`src/rtl/spi_regfile_pkg.sv`:
```
// Shared constants, FSM state type and frame-width helper for the SPI register-file peripheral.
package spi_regfile_pkg;

  localparam logic RW_WRITE = 1'b1;
  localparam logic RW_READ  = 1'b0;

  typedef enum logic [1:0] {
    ST_SETTLE,
    ST_BLOCKED,
    ST_IDLE,
    ST_FRAME
  } frame_state_e;

  function automatic int unsigned frame_w(input int unsigned addr_w, input int unsigned data_w);
    return 1 + addr_w + data_w;
  endfunction

endpackage

```
`src/rtl/spi_regfile_if.sv`:
```
// SPI pin bundle: master drives select/clock/data-out, slave drives data-in and its pad enable.
interface spi_regfile_if;
  logic nCS;
  logic SCLK;
  logic COPI;
  logic CIPO;
  logic cipo_oe;

  modport master (output nCS, SCLK, COPI, input CIPO, cipo_oe);
  modport slave  (input nCS, SCLK, COPI, output CIPO, cipo_oe);
endinterface

```
`src/rtl/spi_sync_edge.sv`:
```
// Two-flop synchroniser with a third flop for single-cycle rise/fall pulses.
module spi_sync_edge #(
  parameter logic RST_VAL = 1'b0
) (
  input  logic clk,
  input  logic rst,
  input  logic async_i,
  output logic sync_o,
  output logic rise_o,
  output logic fall_o
);

  logic [2:0] sh_q, sh_d;

  always_comb begin
    sh_d = {sh_q[1:0], async_i};
  end

  always_ff @(posedge clk) begin
    if (rst) sh_q <= RST_VAL ? '1 : '0;
    else     sh_q <= sh_d;
  end

  assign sync_o = sh_q[1];
  assign rise_o = sh_q[1] & ~sh_q[2];
  assign fall_o = ~sh_q[1] & sh_q[2];

endmodule

```
`src/rtl/spi_regfile_peripheral.sv`:
```
// Mode-0 SPI peripheral: R/W + address + data frames into a small register file.
// Optional readback path on CIPO is compiled in with `define SPI_READBACK_EN.
module spi_regfile_peripheral
  import spi_regfile_pkg::*;
#(
  parameter int unsigned NUM_REGS = 5,
  parameter int unsigned DATA_W   = 8,
  parameter int unsigned ADDR_W   = 7
) (
  input  logic                         clk,
  input  logic                         rst,
  spi_regfile_if.slave                 bus,
  output logic [NUM_REGS*DATA_W-1:0]   regs_out,
  output logic                         wr_strobe,
  output logic [ADDR_W-1:0]            wr_addr,
  output logic                         frame_err
);

  localparam int unsigned FRAME_W = frame_w(ADDR_W, DATA_W);
  localparam int unsigned CNT_W   = $clog2(FRAME_W + 2);
  localparam logic [CNT_W-1:0] CNT_MAX  = CNT_W'(FRAME_W + 1);
  localparam logic [CNT_W-1:0] CNT_FULL = CNT_W'(FRAME_W);
  localparam logic [CNT_W-1:0] CNT_ADDR = CNT_W'(ADDR_W);
  localparam logic [CNT_W-1:0] CNT_HDR  = CNT_W'(ADDR_W + 1);
  localparam logic [ADDR_W:0]  NREG_L   = (ADDR_W + 1)'(NUM_REGS);

  logic ncs_s, ncs_rise, ncs_fall;
  logic sclk_rise, sclk_fall, sclk_lvl_unused;
  logic copi_s, copi_rise_unused, copi_fall_unused;

  spi_sync_edge #(.RST_VAL(1'b1)) u_sync_ncs (
    .clk(clk), .rst(rst), .async_i(bus.nCS),
    .sync_o(ncs_s), .rise_o(ncs_rise), .fall_o(ncs_fall)
  );
  spi_sync_edge #(.RST_VAL(1'b0)) u_sync_sclk (
    .clk(clk), .rst(rst), .async_i(bus.SCLK),
    .sync_o(sclk_lvl_unused), .rise_o(sclk_rise), .fall_o(sclk_fall)
  );
  spi_sync_edge #(.RST_VAL(1'b0)) u_sync_copi (
    .clk(clk), .rst(rst), .async_i(bus.COPI),
    .sync_o(copi_s), .rise_o(copi_rise_unused), .fall_o(copi_fall_unused)
  );

  frame_state_e         state_q, state_d;
  logic [1:0]           settle_q, settle_d;
  logic [CNT_W-1:0]     cnt_q, cnt_d;
  logic [FRAME_W-1:0]   sr_q, sr_d, sr_shift;
  logic [DATA_W-1:0]    regs_q [NUM_REGS];
  logic [DATA_W-1:0]    regs_d [NUM_REGS];
  logic                 wr_strobe_q, frame_err_q;
  logic [ADDR_W-1:0]    wr_addr_q, wr_addr_d;
  logic                 commit, discard, sample;
  logic [ADDR_W-1:0]    wa;
  logic [DATA_W-1:0]    wd;

  assign sr_shift = {sr_q[FRAME_W-2:0], copi_s};
  assign wa       = sr_q[DATA_W +: ADDR_W];
  assign wd       = sr_q[DATA_W-1:0];

  // After reset the nCS synchroniser reads idle even if the bus is mid-frame, so
  // frames are only accepted once the real nCS level is known to be high.
  always_comb begin
    state_d  = state_q;
    settle_d = settle_q;
    cnt_d    = cnt_q;
    sr_d     = sr_q;
    commit   = 1'b0;
    discard  = 1'b0;
    sample   = 1'b0;
    unique case (state_q)
      ST_SETTLE: begin
        if (settle_q == 2'd3) state_d = ncs_s ? ST_IDLE : ST_BLOCKED;
        else                  settle_d = settle_q + 2'd1;
      end
      ST_BLOCKED: begin
        if (ncs_s) state_d = ST_IDLE;
      end
      ST_IDLE: begin
        if (ncs_fall) begin
          state_d = ST_FRAME;
          cnt_d   = '0;
          sr_d    = '0;
        end
      end
      ST_FRAME: begin
        if (ncs_rise) begin
          state_d = ST_IDLE;
          if (cnt_q != CNT_FULL) discard = 1'b1;
          else if (sr_q[FRAME_W-1] == RW_WRITE && {1'b0, wa} < NREG_L) commit = 1'b1;
        end else if (sclk_rise) begin
          sample = 1'b1;
          sr_d   = sr_shift;
          if (cnt_q != CNT_MAX) cnt_d = cnt_q + 1'b1;
        end
      end
      default: state_d = ST_SETTLE;
    endcase
  end

  always_comb begin
    regs_d    = regs_q;
    wr_addr_d = wr_addr_q;
    if (commit) wr_addr_d = wa;
    for (int unsigned k = 0; k < NUM_REGS; k++) begin
      if (commit && wa == ADDR_W'(k)) regs_d[k] = wd;
    end
  end

  always_ff @(posedge clk) begin
    if (rst) begin
      state_q     <= ST_SETTLE;
      settle_q    <= '0;
      cnt_q       <= '0;
      sr_q        <= '0;
      regs_q      <= '{default: '0};
      wr_strobe_q <= 1'b0;
      frame_err_q <= 1'b0;
      wr_addr_q   <= '0;
    end else begin
      state_q     <= state_d;
      settle_q    <= settle_d;
      cnt_q       <= cnt_d;
      sr_q        <= sr_d;
      regs_q      <= regs_d;
      wr_strobe_q <= commit;
      frame_err_q <= discard;
      wr_addr_q   <= wr_addr_d;
    end
  end

  always_comb begin
    regs_out = '0;
    for (int unsigned k = 0; k < NUM_REGS; k++) regs_out[k*DATA_W +: DATA_W] = regs_q[k];
  end

  assign wr_strobe = wr_strobe_q;
  assign wr_addr   = wr_addr_q;
  assign frame_err = frame_err_q;

`ifdef SPI_READBACK_EN
  logic [DATA_W-1:0] tx_q, tx_d, rd_word;
  logic              oe_q, oe_d;

  // The falling edge right after the load keeps the MSB so the controller samples
  // it on the first data-phase rising edge; later falling edges advance.
  always_comb begin
    tx_d    = tx_q;
    oe_d    = oe_q;
    rd_word = '0;
    for (int unsigned k = 0; k < NUM_REGS; k++) begin
      if (sr_shift[ADDR_W-1:0] == ADDR_W'(k)) rd_word = regs_q[k];
    end
    if (state_q == ST_FRAME && ncs_rise) begin
      tx_d = '0;
      oe_d = 1'b0;
    end else if (sample && cnt_q == CNT_ADDR && sr_shift[ADDR_W] == RW_READ) begin
      tx_d = rd_word;
      oe_d = 1'b1;
    end else if (state_q == ST_FRAME && sclk_fall && oe_q && cnt_q > CNT_HDR) begin
      tx_d = {tx_q[DATA_W-2:0], 1'b0};
    end
  end

  always_ff @(posedge clk) begin
    if (rst) begin
      tx_q <= '0;
      oe_q <= 1'b0;
    end else begin
      tx_q <= tx_d;
      oe_q <= oe_d;
    end
  end

  assign bus.CIPO    = oe_q & tx_q[DATA_W-1];
  assign bus.cipo_oe = oe_q;
`else
  logic rb_unused;
  assign rb_unused   = sclk_fall;
  assign bus.CIPO    = 1'b0;
  assign bus.cipo_oe = 1'b0;
`endif

endmodule
```
`src/flat_wrapper.sv`:
```
// flat-port wrapper written by rule: the top's interface ports become plain ports
module spi_regfile_peripheral_flat import spi_regfile_pkg::*;
#(
  parameter int unsigned NUM_REGS = 5,
  parameter int unsigned DATA_W   = 8,
  parameter int unsigned ADDR_W   = 7
)
  (clk, rst, regs_out, wr_strobe, wr_addr, frame_err, bus_nCS, bus_SCLK, bus_COPI, bus_CIPO, bus_cipo_oe);
  spi_regfile_if bus_i ();
  input  logic clk;
  input  logic rst;
  output logic [NUM_REGS*DATA_W-1:0] regs_out;
  output logic wr_strobe;
  output logic [ADDR_W-1:0] wr_addr;
  output logic frame_err;
  input wire logic [$bits(bus_i.nCS)-1:0] bus_nCS;
  input wire logic [$bits(bus_i.SCLK)-1:0] bus_SCLK;
  input wire logic [$bits(bus_i.COPI)-1:0] bus_COPI;
  output wire logic [$bits(bus_i.CIPO)-1:0] bus_CIPO;
  output wire logic [$bits(bus_i.cipo_oe)-1:0] bus_cipo_oe;
  assign bus_i.nCS = bus_nCS;
  assign bus_i.SCLK = bus_SCLK;
  assign bus_i.COPI = bus_COPI;
  assign bus_CIPO = bus_i.CIPO;
  assign bus_cipo_oe = bus_i.cipo_oe;
  spi_regfile_peripheral #(.NUM_REGS(NUM_REGS), .DATA_W(DATA_W), .ADDR_W(ADDR_W)) u_core (.clk(clk), .rst(rst), .bus(bus_i), .regs_out(regs_out), .wr_strobe(wr_strobe), .wr_addr(wr_addr), .frame_err(frame_err));
endmodule
```
`config.mk`:
```
export PLATFORM = sky130hd
export DESIGN_NAME = spi_regfile_peripheral_flat
export DESIGN_NICKNAME = d
export VERILOG_FILES = /design/src/rtl/spi_regfile_pkg.sv /design/src/rtl/spi_regfile_if.sv /design/src/rtl/spi_sync_edge.sv /design/src/rtl/spi_regfile_peripheral.sv /design/src/flat_wrapper.sv
export SDC_FILE = /design/constraint.sdc
export NUM_CORES = 1
export LEC_CHECK = 0
export CAP_MARGIN = 40
export CORE_UTILIZATION = 30
export CTS_BUF_LIST = sky130_fd_sc_hd__clkbuf_4
export CTS_CLUSTER_DIAMETER = 200
export CTS_CLUSTER_SIZE = 8
export DETAILED_ROUTE_END_ITERATION = 8
export PLACE_DENSITY = 0.59
export SYNTH_ARGS = -nofsm -noshare
export SYNTH_HDL_FRONTEND = slang
export SYNTH_HIERARCHICAL = 1
export SYNTH_SLANG_ARGS = --single-unit
```
`constraint.sdc`:
```
create_clock -name clk -period 3.3 [get_ports clk]
set_clock_uncertainty 0.2 [all_clocks]
set_input_delay 0.66 -clock clk [delete_from_list [all_inputs] [get_ports clk]]
set_output_delay 0.66 -clock clk [all_outputs]
set_load 0.02 [all_outputs]
```
==> results.json, run 1 <==
{
  "worst_pin_slew_ps": 846,
  "place_ws_ps": 560,
  "gp_congestion": 0.715,
  "p_per_area_nw_per_um2": 423,
  "start_kind": "flip-flop",
  "cts_buffers": 9,
  "diodes": 0,
  "grt_max_degree": 57,
  "cts.sinks": 82,
  "clkTransAtPathRegs_ps": 150,
  "die_h_um": 107,
  "relSlewSlack_pct": 43.6,
  "die-area_um2": 11400,
  "switchingPower_mw": 0.444,
  "syn-instance-count": 329,
  "clock.fmax_ghz": 0.365,
  "setup_viol": 0,
  "routed_wl_um": 7140,
  "ys_warn_count": 6,
  "rsz0062_at_grt": "no",
  "p_leak_nw": 1.58,
  "synthToLayoutAreaGrowth_pct": 24.7,
  "ctsHtreeMaxLevel": 3,
  "finalInstanceArea_um2": 4100,
  "port_buffers": 53,
  "hold_buffers": 0,
  "firstDrtPassIters": 5,
  "cts_setup_buffers": 0,
  "cts_tree": "done",
  "max-vdd-ir-drop_mv": 0.129,
  "switching_share_pct": 25.6,
  "worst_setup_path_end_kind": "flip-flop",
  "grt_overflow": 0,
  "cts_resized": 0,
  "dpl_cell_area_um2": 3950,
  "synth.avg_cell_area_um2": 9.98,
  "core_um2": 10500,
  "drt_iter0_drc": 93,
  "clk_latency_ps": 430,
  "antenna_found_initial": 0,
  "ant_nets": 0,
  "fin_crit_ps": 2740,
  "wl_per_cell_um": 13.7,
  "dp.cells": 505,
  "ios": 56,
  "seqPwrFrac_pct": 58.7,
  "period_share_pct": 83.0,
  "grt_usage_pct": 13.0,
  "viasPerCell": 4.74,
  "hold-worst-slack_ps": 242,
  "start_util_pct": 31.4,
  "dpl.hpwl_um": 4810,
  "post_route_cells_drive_above_1_share_pct": 8.31,
  "setup_slack_ps": 561,
  "critPathKind": "flip-flop to flip-flop",
  "hold_viol_final": 0,
  "status": "finished, final reports clean",
  "hp-class": "flip-flop to flip-flop",
  "crit_path_max_fanout": 9,
  "post-route-drc-count": 0,
  "internal_power_mw": 1.29,
  "stdcell_count": 521,
  "vias": 2468,
  "comb_power_share_pct": 6.3,
  "p_clk_share_pct": 35.1,
  "grt_pass1_vias": 2258,
  "cts_root_buf": "clkbuf_4",
  "rows": 37,
  "arrival_ps": 2850,
  "worstPathRequired_ps": 3420,
  "slew_viol_final": 0,
  "tns_ps": 0,
  "grt_pass1_wl_um": 11400,
  "nNetsFinal": 389,
  "maxCapViolCount": 0,
  "clockBufferDepth": 2,
  "synth_area_um2": 3280,
  "die_w_um": 107
}
[metal layers]
layer / up-vias / track usage (%) / share of wire, %
li1: 1226 / - / -
met1: 1191 / 17.2 / 49
met2: 45 / 20.3 / 46
met3: 6 / 2.98 / 3.9
met4: 0 / 5.87 / 0.92
met5: - / 0 / 0
[state kept, by name (all words and copies together) (netlist names)]
signal,cells
u_core/cnt_q,5
u_core/u_sync_sclk/sh_q,3
u_core/settle_q,2
u_core/regs_out,40
u_core/wr_strobe,1
u_core/wr_addr,7
u_core/frame_err,1
u_core/u_sync_ncs/sh_q,3
u_core/u_sync_copi/sh_q,2
u_core/state_q,2
u_core/sr_q,16
[power groups by stage]
stage                     Clock, mW  Combinational (mW)  Sequential [mW]
after detailed placement          0               0.109             1.04
after global routing          0.671               0.122             1.02
final                         0.608               0.109             1.02
after global placement            0               0.105             1.04
after CTS                     0.624               0.109             1.02
after floorplan                   0              0.0864             1.04
[path summary, 6_finish.rpt]
check	startpoint	end	slack, ps	depth (start not counted)
setup / recovery	u_core/u_sync_ncs/sh_q[1]	u_core/regs_out[33]	560	5
hold / removal	u_core/u_sync_ncs/sh_q[0]	u_core/u_sync_ncs/sh_q[1]	240	1
setup reg to reg	u_core/u_sync_ncs/sh_q[1]	u_core/regs_out[33]	560	5
hold reg to reg	u_core/u_sync_ncs/sh_q[0]	u_core/u_sync_ncs/sh_q[1]	240	1
[layout make-up]
cell class | instances | area, um^2
clock buffer | 9 | 67.6
clock inverter | 7 | 75.1
fill | 1075 | 6370
multi-input combinational | 219 | 1520
inverter | 5 | 18.8
timing repair buffer | 63 | 601
tap | 136 | 170
sequential | 82 | 1640
[placed cells by master, fill, tap and decap left out, types with 3 or more instances in the layout]
master,instances
ha_1,4
nand2b_1,53
nor2_1,7
nand4_1,18
nand2_1,18
clkdlybuf4s50_1,52
nand3_1,3
or2_1,3
buf_4,10
clkbuf_4,9
nor3b_1,5
inv_1,5
and3_1,4
a21oi_1,19
o21ai_0,5
dfxtp_1,82
mux2i_1,43
nor2b_1,9
[worst max-delay path, cell delays in order (launching register included)]
cell and delay [ps]:
dfxtp_1 400, nor2b_1 220, or4b_1 480, or4_4 560, or4b_4 620, mux2i_1 150
[per-stage QoR]
stage | utilization, % | power, mW
after floorplan | - | 1.12
after global placement | 37.8 | 1.14
after detailed placement | 37.8 | 1.15
after CTS | 39.1 | 1.75
after global routing | 39.1 | 1.81
final | 39.1 | 1.73
Note: power is estimated with default switching activity, not from simulation.
==> run 2, diff against run 1 <==
--- a/config.mk
+++ b/config.mk
@@ -11,7 +11,7 @@
 export CTS_CLUSTER_DIAMETER = 200
 export CTS_CLUSTER_SIZE = 8
 export DETAILED_ROUTE_END_ITERATION = 8
-export PLACE_DENSITY = 0.59
+export PLACE_DENSITY = 0.61
 export SYNTH_ARGS = -nofsm -noshare
 export SYNTH_HDL_FRONTEND = slang
 export SYNTH_HIERARCHICAL = 1
==> constraint.sdc (replaced) <==
create_clock -name clk -period 2.4 [get_ports clk]
set_clock_uncertainty 0.2 [all_clocks]
set_input_delay 0.48 -clock clk [delete_from_list [all_inputs] [get_ports clk]]
set_output_delay 0.48 -clock clk [all_outputs]
set_load 0.02 [all_outputs]
==> results.json, run 2 (synthesized netlist as in run 1, its figures left out) <==
{
  "finalInstanceArea_um2": 4150,
  "grt_usage_pct": 13.3,
  "slew_viol_final": 0,
  "setup_slack_ps": -32.3,
  "fin_crit_ps": 2430,
  "wl_met3_um": 379,
  "arrival_ps": 2570,
  "critical_path.slowest_cell": "or4b_4",
  "grt_pass1_vias": 2271,
  "ios": 56,
  "die_h_um": 107,
  "synthToLayoutAreaGrowth_pct": 26.4,
  "hold_buffers": 0,
  "final_common_cell": "dfxtp_1",
  "clkTransAtPathRegs_ps": 160,
  "die_w_um": 107,
  "max-vdd-ir-drop_mv": 0.238,
  "worstPathRequired_ps": 2530,
  "diodes": 0,
  "dpl.hpwl_um": 4820,
  "worst_setup_path_end_kind": "flip-flop",
  "vias": 2482,
  "die-area_um2": 11400,
  "post_route_cells_drive_above_1_share_pct": 10.7,
  "nNetsFinal": 397,
  "post-route-drc-count": 0,
  "gp_congestion": 0.750,
  "core_um2": 10500,
  "path_buf_inv": 0,
  "met1_length_um": 3390,
  "hold_viol_final": 0,
  "period_share_pct": 101,
  "ctsHtreeMaxLevel": 3,
  "status": "complete, but fails checks",
  "fill_cells": 1073,
  "maxCapViolCount": 0,
  "dp.cells": 512,
  "firstDrtPassIters": 4,
  "largest_reg_flops": 40,
  "cts_root_buf": "clkbuf_4",
  "crit_path_max_fanout": 4,
  "critPathKind": "flip-flop to flip-flop",
  "routed_wl_um": 7160,
  "cp_top_family": "simple AND/OR/NAND/NOR gates",
  "rows": 37,
  "p_leak_nw": 1.61,
  "grt_pass1_wl_um": 11500,
  "stdcell_count": 529,
  "rsz0062_at_grt": "yes",
  "dpl_cell_area_um2": 4020,
  "start_util_pct": 31.4,
  "setup_viol": 8,
  "start_kind": "flip-flop",
  "grt_max_degree": 38,
  "cts_buffers": 9,
  "crit_chain": "nor2b_4, or4b_4, or4_4, or4b_4, mux2i_1",
  "viasPerCell": 4.69,
  "route.met2.wl_um": 3310,
  "grt_overflow": 0,
  "cpMostUsedCell": "or4b_4",
  "violations": "setup timing",
  "antenna_found_initial": 0,
  "clockBufferDepth": 2,
  "drt_iter0_drc": 67,
  "routed.top_layer": "met4",
  "wl_per_cell_um": 13.5,
  "cts_tree": "done",
  "clock.fmax_ghz": 0.411,
  "port_buffers": 53,
  "p_per_area_nw_per_um2": 546,
  "mostFrequentLayoutCells": "81 x dfxtp_1, 53 x nand2b_1, 52 x clkdlybuf4s50_1",
  "hp-class": "flip-flop to flip-flop",
  "ant_nets": 0,
  "cts.sinks": 82,
  "clk_latency_ps": 420,
  "slowest_delay_ps": 610
}
run 2: changes by cell type in the layout (fill, tap and decap cells not counted), sizes merged:
cell      before  now
clkinvlp       0    3
buf           11   18
clkinv         4    2
bufinv         1    0
or4b           2    3
run 2: final cells by class:
class	count	area [um^2]	area share [%]
flip-flops and latches	82	1640	39.6
multi-input cells	220	1550	37.3
inverters	5	18.8	0.452
well taps	136	170	4.10
repair buffers	70	653	15.7
clock inverters	7	52.6	1.27
clock buffers	9	67.6	1.63
run 2: stage by stage:
| step | worst slack [ps] | setup TNS [ps] | util (%) | hold WS, ps | power, mW |
|---|---|---|---|---|---|
| final | -32.3 | -139 | 39.7 | 249 | 2.27 |
| after global routing | -105 | -844 | 39.7 | 238 | 2.39 |
| after CTS | -36.9 | -147 | 39.7 | 248 | 2.30 |
| after detailed placement | -42.4 | -262 | 38.4 | 227 | 1.58 |
| after global placement | -13.7 | -88.2 | 38.4 | 218 | 1.57 |
| after floorplan | -27.1 | -217 | - | 185 | 1.54 |
run 2: worst paths after layout:
check,startpoint,to,slack [ps],cells past startpoint
worst max register to register,u_core/u_sync_ncs/sh_q[1],u_core/regs_out[35],-30,5
worst max-delay path,u_core/u_sync_ncs/sh_q[1],u_core/regs_out[35],-30,5
worst min-delay path,u_core/u_sync_sclk/sh_q[0],u_core/u_sync_sclk/sh_q[1],250,1
worst min register to register,u_core/u_sync_sclk/sh_q[0],u_core/u_sync_sclk/sh_q[1],250,1
run 2: layer usage:
metal	up-vias	track usage (%)
met5	-	0
met4	0	4.21
met2	67	20.5
met3	8	4.50
met1	1162	17.4
li1	1245	-
run 2: what timing repair did:
item	4_1_cts	5_1_grt
pin swaps	0	1
setup endpoints to repair	9	9
gates cloned	1	0
resized for setup	1	0
setup buffers	0	0
run 2: where the power goes:
group / switching (mW) / total [mW] / internal (mW)
logic: 0.0870 / 0.152 / 0.0648
registers: 0.0127 / 1.40 / 1.39
clock network: 0.500 / 0.718 / 0.218
==> run 3, diff against run 2 <==
--- a/config.mk
+++ b/config.mk
@@ -11,6 +11,7 @@
 export CTS_CLUSTER_DIAMETER = 200
 export CTS_CLUSTER_SIZE = 8
 export DETAILED_ROUTE_END_ITERATION = 8
+export GPL_TIMING_DRIVEN = 1
 export PLACE_DENSITY = 0.61
 export SYNTH_ARGS = -nofsm -noshare
 export SYNTH_HDL_FRONTEND = slang
==> results of run 3 <==
The final DEF is identical to that of run 2; final timing and power are the same.
==> edit, RTL diff (flow settings as in run 2) <==
The parameter `RST_VAL` goes from 1'b1 to 1'b0.
--- a/src/rtl/spi_regfile_peripheral.sv
+++ b/src/rtl/spi_regfile_peripheral.sv
@@ -30,3 +30,3 @@
 
-  spi_sync_edge #(.RST_VAL(1'b1)) u_sync_ncs (
+  spi_sync_edge #(.RST_VAL(1'b0)) u_sync_ncs (
     .clk(clk), .rst(rst), .async_i(bus.nCS),
Behaviour: same outputs for any inputs over 10 cycles, from zero or initial values and one cycle with rst high; that may be too few to reach the edited logic, so the function may still have changed.
==> edit against run 2 <==
  * The flow still finishes with violations (negative setup slack)
  * Global-route usage shrank 0.086 points
  * Sequential cell count is the same
  * Sequential share of layout area is 0.44 points lower
  * Power up 4.5%
  * Setup slack got worse by 0.0066 ns
  * Cell area increased by 1.1%
  * Count of clock-buffer cells in the layout did not move
  * Via count is 0.93% lower
  * Routed wire length shrank 1.2%
  * Synthesized area barely moved
  * Synthesized cell count is the same
  * Critical endpoint is now u_core/regs_out[36]
  * Highest routed layer unchanged
==> edit: results (changes against run 2) <==
outcome -> complete, but fails checks
violated checks -> negative setup slack
worst hold path class -> reg -> reg
gr usage total -> 13.2% (-0.086 points)
Hold Slack -> 0.250 ns (+0.000782 ns)
total routed wirelength -> 7080 µm (-1.2%)
Synth Warn # -> 6 (unchanged)
Fill cells -> 1069 (-0.37%)
buffer share of cell area -> 16.0% (+0.30 points)
largest net degree at the start of global routing -> 37 (-2.6%)
Num CTS Buffers -> 9 (unchanged)
R2R Path Start -> u_core/u_sync_ncs/sh_q[1]
Seq cells -> 82 (unchanged)
drc violations -> 0 (unchanged)
sequential portion of the cell area -> 39.1% (-0.44 points)
final worst-path setup slack -> -0.0389 ns (-0.00660 ns)
Non-clock inverters -> 5 (unchanged)
antenna cells -> 0 (unchanged)
crit-path max cell delay -> 0.58 ns (-0.03 ns)
Final clock-cell share -> 3.43% (+0.53 points)
htree depth -> 3 (unchanged)
Setup Crit Path Kind -> reg -> reg
TNS Setup -> -0.167 ns (-0.0279 ns)
initial antenna violation count -> 0 (unchanged)
Reg2Reg Depth -> 5 (unchanged)
Setup-failing EPs final -> 5 (-3)
total placed cells including tap cells -> 511 (-0.20%)
Worst-path clk slew -> 0.14 ns (-0.02 ns)
Mapped Cells -> 329 (unchanged)
delay-heaviest family, CP -> simple AND/OR/NAND/NOR gates
maximum vdd drop -> 204 µV (-14%)
#MultiIn Comb -> 220 (unchanged)
hold path start -> u_core/u_sync_ncs/sh_q[0]
initial DRC count -> 121 (+81%)
P_leak -> 1.63 nW (+1.5%)
Signal buffers -> 71 (+1.4%)
global-route wire length before repair -> 11900 µm (+2.9%)
post-CTS setup buffers -> 1 (+1)
1st-pass router iterations -> 4 (unchanged)
Non-Filler Instances -> 530 (+0.19%)
design area -> 4200 µm² (+1.1%)
ratio of cells with drive above 1 in the final layout -> 11.2% (+0.48 points)
Post-DP HPWL -> 4830 µm (+0.22%)
hold path cells -> 1 (unchanged)
routability cong. -> 0.717 (-4.4%)
crit path capture -> u_core/regs_out[36]
clk_lat worst skew -> 0.41 ns
fin nets -> 398 (+0.25%)
placed cell area -> 4020 µm² (about the same)
DR vias/cell -> 4.64 (-1.1%)
CP arrival -> 2.54 ns (-0.03 ns)
critical path fanouts, max -> 5 (+1)
vias in the first global route -> 2386 (+5.1%)
area occupied by multi-input gates -> 1550 µm² (+0.16%)
max reg flops -> 40 (unchanged)
hold endpoint -> u_core/u_sync_ncs/sh_q[1]
post-cts sizing count -> 1 (unchanged)
Net Sw Frac -> 24.8% (-1.6 points)
-- edit: power groups by stage --
stage | sequential [mW] | clock, mW | combinational [mW]
3_5_place_dp | 1.43 | 0 | 0.148
2_1_floorplan | 1.43 | 0 | 0.116
4_1_cts | 1.40 | 0.860 | 0.150
5_1_grt | 1.40 | 0.916 | 0.166
6_report | 1.40 | 0.824 | 0.148
3_3_place_gp | 1.43 | 0 | 0.144
-- edit: layer usage --
layer | part of all wire [%] | global-route usage (%) | vias to the layer above
met5 | 0 | 0 | -
met3 | 4.6 | 3.53 | 6
met2 | 46 | 20.5 | 49
li1 | - | - | 1244
met1 | 48 | 17.4 | 1160
met4 | 1.2 | 4.89 | 0
-- edit: through the flow --
stage               setup WS, ns  utilization [%]
floorplan                -0.0317                -
global placement         -0.0501             38.4
detailed placement       -0.0759             38.4
CTS                      -0.0577             40.0
global route             -0.0926             40.1
finish                   -0.0389             40.1
